### config.mk
export PLATFORM = sky130hd
export DESIGN_NAME = ps2_kbd_rx
export DESIGN_NICKNAME = d
export VERILOG_FILES = /design/src/rtl/ps2_kbd_pkg.sv /design/src/rtl/sync_fifo.sv /design/src/rtl/ps2_kbd_rx.sv
export SDC_FILE = /design/constraint.sdc
export NUM_CORES = 1
export LEC_CHECK = 0
export BUFFER_PORTS_ARGS = -buffer_cell sky130_fd_sc_hd__buf_2
export CAP_MARGIN = 25
export CORE_MARGIN = 1.5
export CORE_UTILIZATION = 52
export DETAILED_ROUTE_END_ITERATION = 10
export GPL_TIMING_DRIVEN = 0
export HOLD_SLACK_MARGIN = 0.05
export PLACE_DENSITY = 0.72
export SYNTH_ARGS = -nofsm -noshare
export SYNTH_HDL_FRONTEND = slang
export SYNTH_SLANG_ARGS = --single-unit
### constraint.sdc
create_clock -name clk -period 2.5 [get_ports clk]
set_input_delay 0.5 -clock clk [delete_from_list [all_inputs] [get_ports clk]]
set_output_delay 0.5 -clock clk [all_outputs]
set_load 0.005 [all_outputs]
### src/rtl/ps2_kbd_pkg.sv
`default_nettype none
// ============================================================================
// Module  : ps2_kbd_pkg
// Purpose : Shared definitions for the PS/2 keyboard receiver: receive FSM
//           state encoding, frame geometry, default parameter values and a
//           parity helper.
// Ports   : none (package)
// Revision: 1.0 - initial release
// ============================================================================
package ps2_kbd_pkg;

   typedef enum logic [1:0] {
      IDLE   = 2'd0,
      DATA   = 2'd1,
      PARITY = 2'd2,
      STOP   = 2'd3
   } state_t;

   // start + 8 data + parity + stop
   localparam int unsigned FRAME_BITS = 11;

   localparam int unsigned DEF_FILTER_LEN = 8;
   localparam int unsigned DEF_TIMEOUT    = 50000;
   localparam int unsigned DEF_FIFO_DEPTH = 8;

   // PS/2 uses odd parity: data plus parity bit must hold an odd number of ones
   function automatic logic odd_parity_ok(input logic [7:0] data, input logic par);
      return ^{data, par};
   endfunction

endpackage
`default_nettype wire

### src/rtl/sync_fifo.sv
`default_nettype none
// ============================================================================
// Module  : sync_fifo
// Purpose : Single-clock first-word-fall-through FIFO with occupancy count.
//           A write while full is accepted only when a read happens in the
//           same cycle; otherwise it is silently dropped.
// Ports   : clk, reset        - clock, synchronous active-high reset
//           wr_en, wr_data    - write request and data
//           rd_en             - pop the head entry (ignored when empty)
//           rd_data           - head entry, zero when empty
//           count             - entries held
//           full, empty       - status flags
// Revision: 1.0 - initial release
// ============================================================================
module sync_fifo #(
   parameter int unsigned WIDTH = 8,
   parameter int unsigned DEPTH = 8
) (
   input  logic                     clk,
   input  logic                     reset,
   input  logic                     wr_en,
   input  logic [WIDTH-1:0]         wr_data,
   input  logic                     rd_en,
   output logic [WIDTH-1:0]         rd_data,
   output logic [$clog2(DEPTH):0]   count,
   output logic                     full,
   output logic                     empty
);

   localparam int unsigned AW = $clog2(DEPTH);

   logic [WIDTH-1:0] mem [DEPTH];
   logic [AW-1:0]    wr_ptr;
   logic [AW-1:0]    rd_ptr;
   logic             do_wr;
   logic             do_rd;

   assign full  = (count == (AW+1)'(DEPTH));
   assign empty = (count == '0);
   assign do_rd = rd_en & ~empty;
   // when full, a write is legal only because the head slot frees up this cycle
   assign do_wr = wr_en & (~full | do_rd);

   assign rd_data = empty ? '0 : mem[rd_ptr];

   always_ff @(posedge clk) begin
      if (reset) begin
         wr_ptr <= '0;
         rd_ptr <= '0;
         count  <= '0;
      end else begin
         if (do_wr) wr_ptr <= wr_ptr + 1'b1;
         if (do_rd) rd_ptr <= rd_ptr + 1'b1;
         case ({do_wr, do_rd})
            2'b10:   count <= count + 1'b1;
            2'b01:   count <= count - 1'b1;
            default: count <= count;
         endcase
      end
   end

   always_ff @(posedge clk) begin
      if (do_wr) mem[wr_ptr] <= wr_data;
   end

endmodule
`default_nettype wire

### src/rtl/ps2_kbd_rx.sv
`default_nettype none
// ============================================================================
// Module  : ps2_kbd_rx
// Purpose : PS/2 keyboard receiver. Synchronises and de-glitches the PS/2
//           clock, deserialises 11-bit frames on filtered falling edges,
//           checks odd parity and stop bit, aborts stalled frames and queues
//           good scan codes in a FIFO.
// Ports   : clk, reset          - system clock, synchronous active-high reset
//           ps2_clk, ps2_data   - asynchronous PS/2 lines
//           rx_data, rx_valid   - scan code at FIFO head, FIFO non-empty
//           rx_ready            - consumer pops head when rx_valid & rx_ready
//           fifo_count          - entries held
//           parity_err          - pulse: frame dropped for bad parity
//           frame_err           - pulse: frame dropped for stop=0 or timeout
//           overflow            - pulse: good frame dropped, FIFO full
//           busy                - frame in progress
// Revision: 1.0 - initial release
// ============================================================================
module ps2_kbd_rx
   import ps2_kbd_pkg::*;
#(
   parameter int unsigned FILTER_LEN = DEF_FILTER_LEN,
   parameter int unsigned TIMEOUT    = DEF_TIMEOUT,
   parameter int unsigned FIFO_DEPTH = DEF_FIFO_DEPTH
) (
   input  logic                          clk,
   input  logic                          reset,
   input  logic                          ps2_clk,
   input  logic                          ps2_data,
   output logic [7:0]                    rx_data,
   output logic                          rx_valid,
   input  logic                          rx_ready,
   output logic [$clog2(FIFO_DEPTH):0]   fifo_count,
   output logic                          parity_err,
   output logic                          frame_err,
   output logic                          overflow,
   output logic                          busy
);

   localparam int unsigned DATA_BITS = FRAME_BITS - 3;
   localparam int unsigned FW        = $clog2(FILTER_LEN + 1);
   localparam int unsigned TW        = $clog2(TIMEOUT + 1);
   localparam logic [FW-1:0] FILT_LAST = FW'(FILTER_LEN - 1);
   localparam logic [TW-1:0] TO_LAST   = TW'(TIMEOUT - 1);
   localparam logic [2:0]    BIT_LAST  = 3'(DATA_BITS - 1);

   // ---------------------------------------------------------------- sync
   logic clk_s1, clk_s2, dat_s1, dat_s2;

   always_ff @(posedge clk) begin
      if (reset) begin
         clk_s1 <= 1'b1;
         clk_s2 <= 1'b1;
         dat_s1 <= 1'b1;
         dat_s2 <= 1'b1;
      end else begin
         clk_s1 <= ps2_clk;
         clk_s2 <= clk_s1;
         dat_s1 <= ps2_data;
         dat_s2 <= dat_s1;
      end
   end

   // -------------------------------------------------------------- filter
   // filt_cnt counts consecutive samples that disagree with the filtered
   // level; any agreeing sample restarts the count, so short glitches vanish.
   logic          filt_clk;
   logic [FW-1:0] filt_cnt;
   logic          fall;

   assign fall = filt_clk & ~clk_s2 & (filt_cnt == FILT_LAST);

   always_ff @(posedge clk) begin
      if (reset) begin
         filt_clk <= 1'b1;
         filt_cnt <= '0;
      end else if (clk_s2 == filt_clk) begin
         filt_cnt <= '0;
      end else if (filt_cnt == FILT_LAST) begin
         filt_clk <= clk_s2;
         filt_cnt <= '0;
      end else begin
         filt_cnt <= filt_cnt + 1'b1;
      end
   end

   // ----------------------------------------------------------------- FSM
   state_t        state;
   logic [2:0]    bit_cnt;
   logic [TW-1:0] to_cnt;
   logic [7:0]    shreg;
   logic          par_bit;
   logic          push;

   always_ff @(posedge clk) begin
      if (reset) begin
         state      <= IDLE;
         bit_cnt    <= '0;
         to_cnt     <= '0;
         shreg      <= '0;
         par_bit    <= 1'b0;
         push       <= 1'b0;
         parity_err <= 1'b0;
         frame_err  <= 1'b0;
      end else begin
         push       <= 1'b0;
         parity_err <= 1'b0;
         frame_err  <= 1'b0;

         if (state == IDLE || fall) to_cnt <= '0;
         else                       to_cnt <= to_cnt + 1'b1;

         if (state != IDLE && !fall && to_cnt == TO_LAST) begin
            // stalled frame: abandon whatever was collected
            state     <= IDLE;
            bit_cnt   <= '0;
            frame_err <= 1'b1;
         end else if (fall) begin
            case (state)
               IDLE: begin
                  // a high start bit is line noise, not a frame
                  if (!dat_s2) begin
                     state   <= DATA;
                     bit_cnt <= '0;
                  end
               end
               DATA: begin
                  shreg <= {dat_s2, shreg[7:1]};
                  if (bit_cnt == BIT_LAST) begin
                     state   <= PARITY;
                     bit_cnt <= '0;
                  end else begin
                     bit_cnt <= bit_cnt + 1'b1;
                  end
               end
               PARITY: begin
                  par_bit <= dat_s2;
                  state   <= STOP;
               end
               STOP: begin
                  state <= IDLE;
                  if (!dat_s2)                              frame_err  <= 1'b1;
                  else if (!odd_parity_ok(shreg, par_bit))  parity_err <= 1'b1;
                  else                                      push       <= 1'b1;
               end
               default: state <= IDLE;
            endcase
         end
      end
   end

   assign busy = (state != IDLE);

   // ---------------------------------------------------------------- FIFO
   logic fifo_full;
   logic fifo_empty;
   logic pop;

   assign rx_valid = ~fifo_empty;
   assign pop      = rx_valid & rx_ready;

   // shreg is not disturbed until the next frame's data bits, so it still
   // holds the completed byte during the push cycle
   sync_fifo #(
      .WIDTH (8),
      .DEPTH (FIFO_DEPTH)
   ) u_fifo (
      .clk     (clk),
      .reset   (reset),
      .wr_en   (push),
      .wr_data (shreg),
      .rd_en   (rx_ready),
      .rd_data (rx_data),
      .count   (fifo_count),
      .full    (fifo_full),
      .empty   (fifo_empty)
   );

   always_ff @(posedge clk) begin
      if (reset) overflow <= 1'b0;
      else       overflow <= push & fifo_full & ~pop;
   end

endmodule
`default_nettype wire

==> results.sh <==
export IMPL_power_leakage_nw=2.18
export IMPL_port_buffers=20
export IMPL_drc=0
export IMPL_end_kind="output pin"
export IMPL_insertion_delay_ns=0.52
export IMPL_avgViaCountPerCell=5.42
export IMPL_die_y_um=101
export IMPL_ir_drop_mv=0.487
export IMPL_yosys_warnings=0
export IMPL_pin_count=22
export IMPL_cts_buffer_depth=2
export IMPL_worstPathArrival_ns=1.95
export IMPL_setup_viol=0
export IMPL_netlist_area_um2=5020
export IMPL_avgSynthCellArea_um2=12.7
export IMPL_die_area_um2=10300
export IMPL_grt_setup_unrepaired="yes"
export IMPL_grt_start_max_net_pins=17
export IMPL_max_cap_violations=0
export IMPL_drt_wl_total_mm=9.20
export IMPL_post_dp_cell_area_um2=5290
export IMPL_dp_cells=545
export IMPL_p_per_area_nw_per_um2=836
export IMPL_fin_cells=580
export IMPL_seq_area_frac_synth_pct=60.6
export IMPL_drv_slew=0
export IMPL_syn_instance_count=394
export IMPL_layout_common_cells="edfxtp_1 (64), dfxtp_1 (54), nor2_1 (44)"
export IMPL_drt_iter0_markers=173
export IMPL_numCtsBuffers=17
export IMPL_max_slew_margin_rel_pct=47.7
export IMPL_synth_distinct_cells=50
export IMPL_drtPass1Iterations=4
export IMPL_drive_gt1_share_pct=21.1
export IMPL_fill_cells=726
export IMPL_worst_path_max_delay_cell="mux4_2"
export IMPL_antenna_found_initial=0
export IMPL_fin_skew_ns=0.0112
export IMPL_grt_pass1_wl_mm=15.3
export IMPL_setup_ws_ns=0.0486
export IMPL_crit_buf_inv=3
export IMPL_htree_levels=4
export IMPL_finalSetupTns_ns=0
export IMPL_crit_path_max_incr_delay_ns=0.50
export IMPL_cp_top_family="multiplexers"
export IMPL_clockRootBuffer="clkbuf_8"
export IMPL_core_area_um2=9280
export IMPL_critical_path_cell_chain="buf_8 > buf_6 > mux4_2 > mux2i_1 > nor2_1 > buf_2"
export IMPL_synth_fp_nets=412
export IMPL_ys_seq_elements=120
export IMPL_vias=3145
export IMPL_die_w_um=101
export IMPL_post_route_cell_area_um2=5970
export IMPL_hp_class="in2reg"
export IMPL_fmax_ghz=0.408
export IMPL_path_max_fanout=6
export IMPL_tightestPinTransition_ns=0.781
export IMPL_worstSetupPathType="reg2out"
export IMPL_crit_required_ns=2.00
export IMPL_area_growth_pct=18.8
export IMPL_clock_sinks=120
export IMPL_grt_use_total_pct=19.9
export IMPL_min_period_ns=2.45
export IMPL_min_period_over_period_pct=98.1
export IMPL_synth_async_reset_ratio_pct=0
export IMPL_place_congestion=0.835
export IMPL_clkTransAtPathRegs_ns=0.06
export IMPL_start_util_pct=54.1
export IMPL_dp_slack_ns=-0.000503
export IMPL_hpwl_mm=5.87
export IMPL_status="finished clean"
export IMPL_drtAntennaViolNets=0
export IMPL_startpoint_type="flip-flop"
export IMPL_first_global_vias=3148
export IMPL_ys_flop_type="edfxtp_1"
export IMPL_rows=35
export IMPL_synth_edf_count=64
export IMPL_wl_per_cell_um=15.9
export IMPL_tritoncts="built"
export IMPL_final_hold_violation_count=0
export IMPL_final_nets=456
export IMPL_mostFrequentLayoutCell="edfxtp_1"
export IMPL_gr_total_overflow=0
export IMPL_n_antenna_cell=0
==> stage by stage <==
stage	util [%]	hold slack (ns)	total power, mW
after floorplan	-	0.389	2.47
after global placement	56.9	0.392	2.58
after detailed placement	57.0	0.398	2.58
after CTS	63.8	0.152	4.99
after global routing	64.3	0.157	5.18
final	64.3	0.163	4.99
==> layout make-up <==
type                            count  area, um^2  share of cell area (%)
Tap cell                          129         161                    2.71
Multi-Input combinational cell    245        1850                    30.9
Clock inverter                     12         153                    2.56
Clock buffer                       20         425                    7.13
Timing Repair Buffer               27         173                    2.89
Inverter                            7        28.8                   0.482
Buffer                             20         134                    2.24
Sequential cell                   120        3050                    51.0
==> synth_stat cells, drive strengths merged (3+ instances only) <==
library cell	instances	share of area, %
edfxtp	64	38
dfxtp	56	22
nor2	47	3.8
nand2	23	1.7
nand3	22	2.2
mux4	16	7.2
xor2	16	2.8
a21oi	15	1.5
clkbuf	13	1.0
ha	13	3.2
xnor2	11	1.9
and3	9	1.1
buf	9	1.2
mux2i	9	1.8
nor3	9	0.90
inv	7	0.57
or2	5	0.62
nand2b	4	0.50
nand4	4	0.50
nor2b	4	0.50
o211ai	4	0.60
o21ai	4	0.47
and2	3	0.37
or3	3	0.47
==> final timing paths <==
check,depth (start not counted),slack [ns],startpoint,to
setup / recovery,6,0.05,flip-flop,rx_data[3]
setup reg to reg,7,0.25,u_fifo.count[0],u_fifo.count[2]
hold / removal,2,0.16,ps2_clk,clk_s1
hold reg to reg,1,0.41,clk_s1,clk_s2
==> power by group <==
part	total, mW	switching (mW)	internal (mW)
Clock	2.37	0.853	1.51
Combinational	0.522	0.240	0.282
Sequential	2.10	0.0232	2.08
Total	4.99	1.12	3.87
==> per-layer routing <==
metal | global-route usage, % | up-vias | part of all wire (%)
met2 | 33.5 | 58 | 50
met1 | 24.8 | 1548 | 45
met3 | 5.38 | 12 | 3.1
li1 | - | 1527 | -
met5 | 0 | - | 0
met4 | 7.05 | 0 | 1.0
==> state kept, by name, summed over array words and instances (netlist names), 3 cells and up, named ones only <==
name           count
filt_cnt           4
u_fifo.count       4
to_cnt            16
u_fifo.rd_ptr      3
u_fifo.mem        64
u_fifo.wr_ptr      3
bit_cnt            3
shreg              8
==> logic make-up after synthesis <==
family	after synthesis	share of synthesized area, %
AOI/OAI and AO/OA	35	4.54
xor gates and xnor gates	28	5.16
adders and majority gates	13	3.24
buffers and inverters	29	2.82
DFF	120	60.6
muxes	26	9.20
and+or+nand+nor	143	14.4
==> worst reg2reg max path, delay by kind of cell (launching register included) <==
kind            cells  cell delay [ns]
simple gates        1             0.14
mux                 1             0.34
fa+ha+maj           1             0.20
flops               1             0.33
xor+xnor            1             0.17
buf+inv             1             0.14
compound gates      2             0.84
==> timing repair <==
action                                  4_1_cts  5_1_grt
setup buffers                                 4        0
pin swaps                                     0        6
cloned                                        0        1
endpoints found under the setup margin        8       40
gates resized for setup                       9        7
hold buffers                                  0        0
Note: power is estimated with default switching activity, not from simulation.
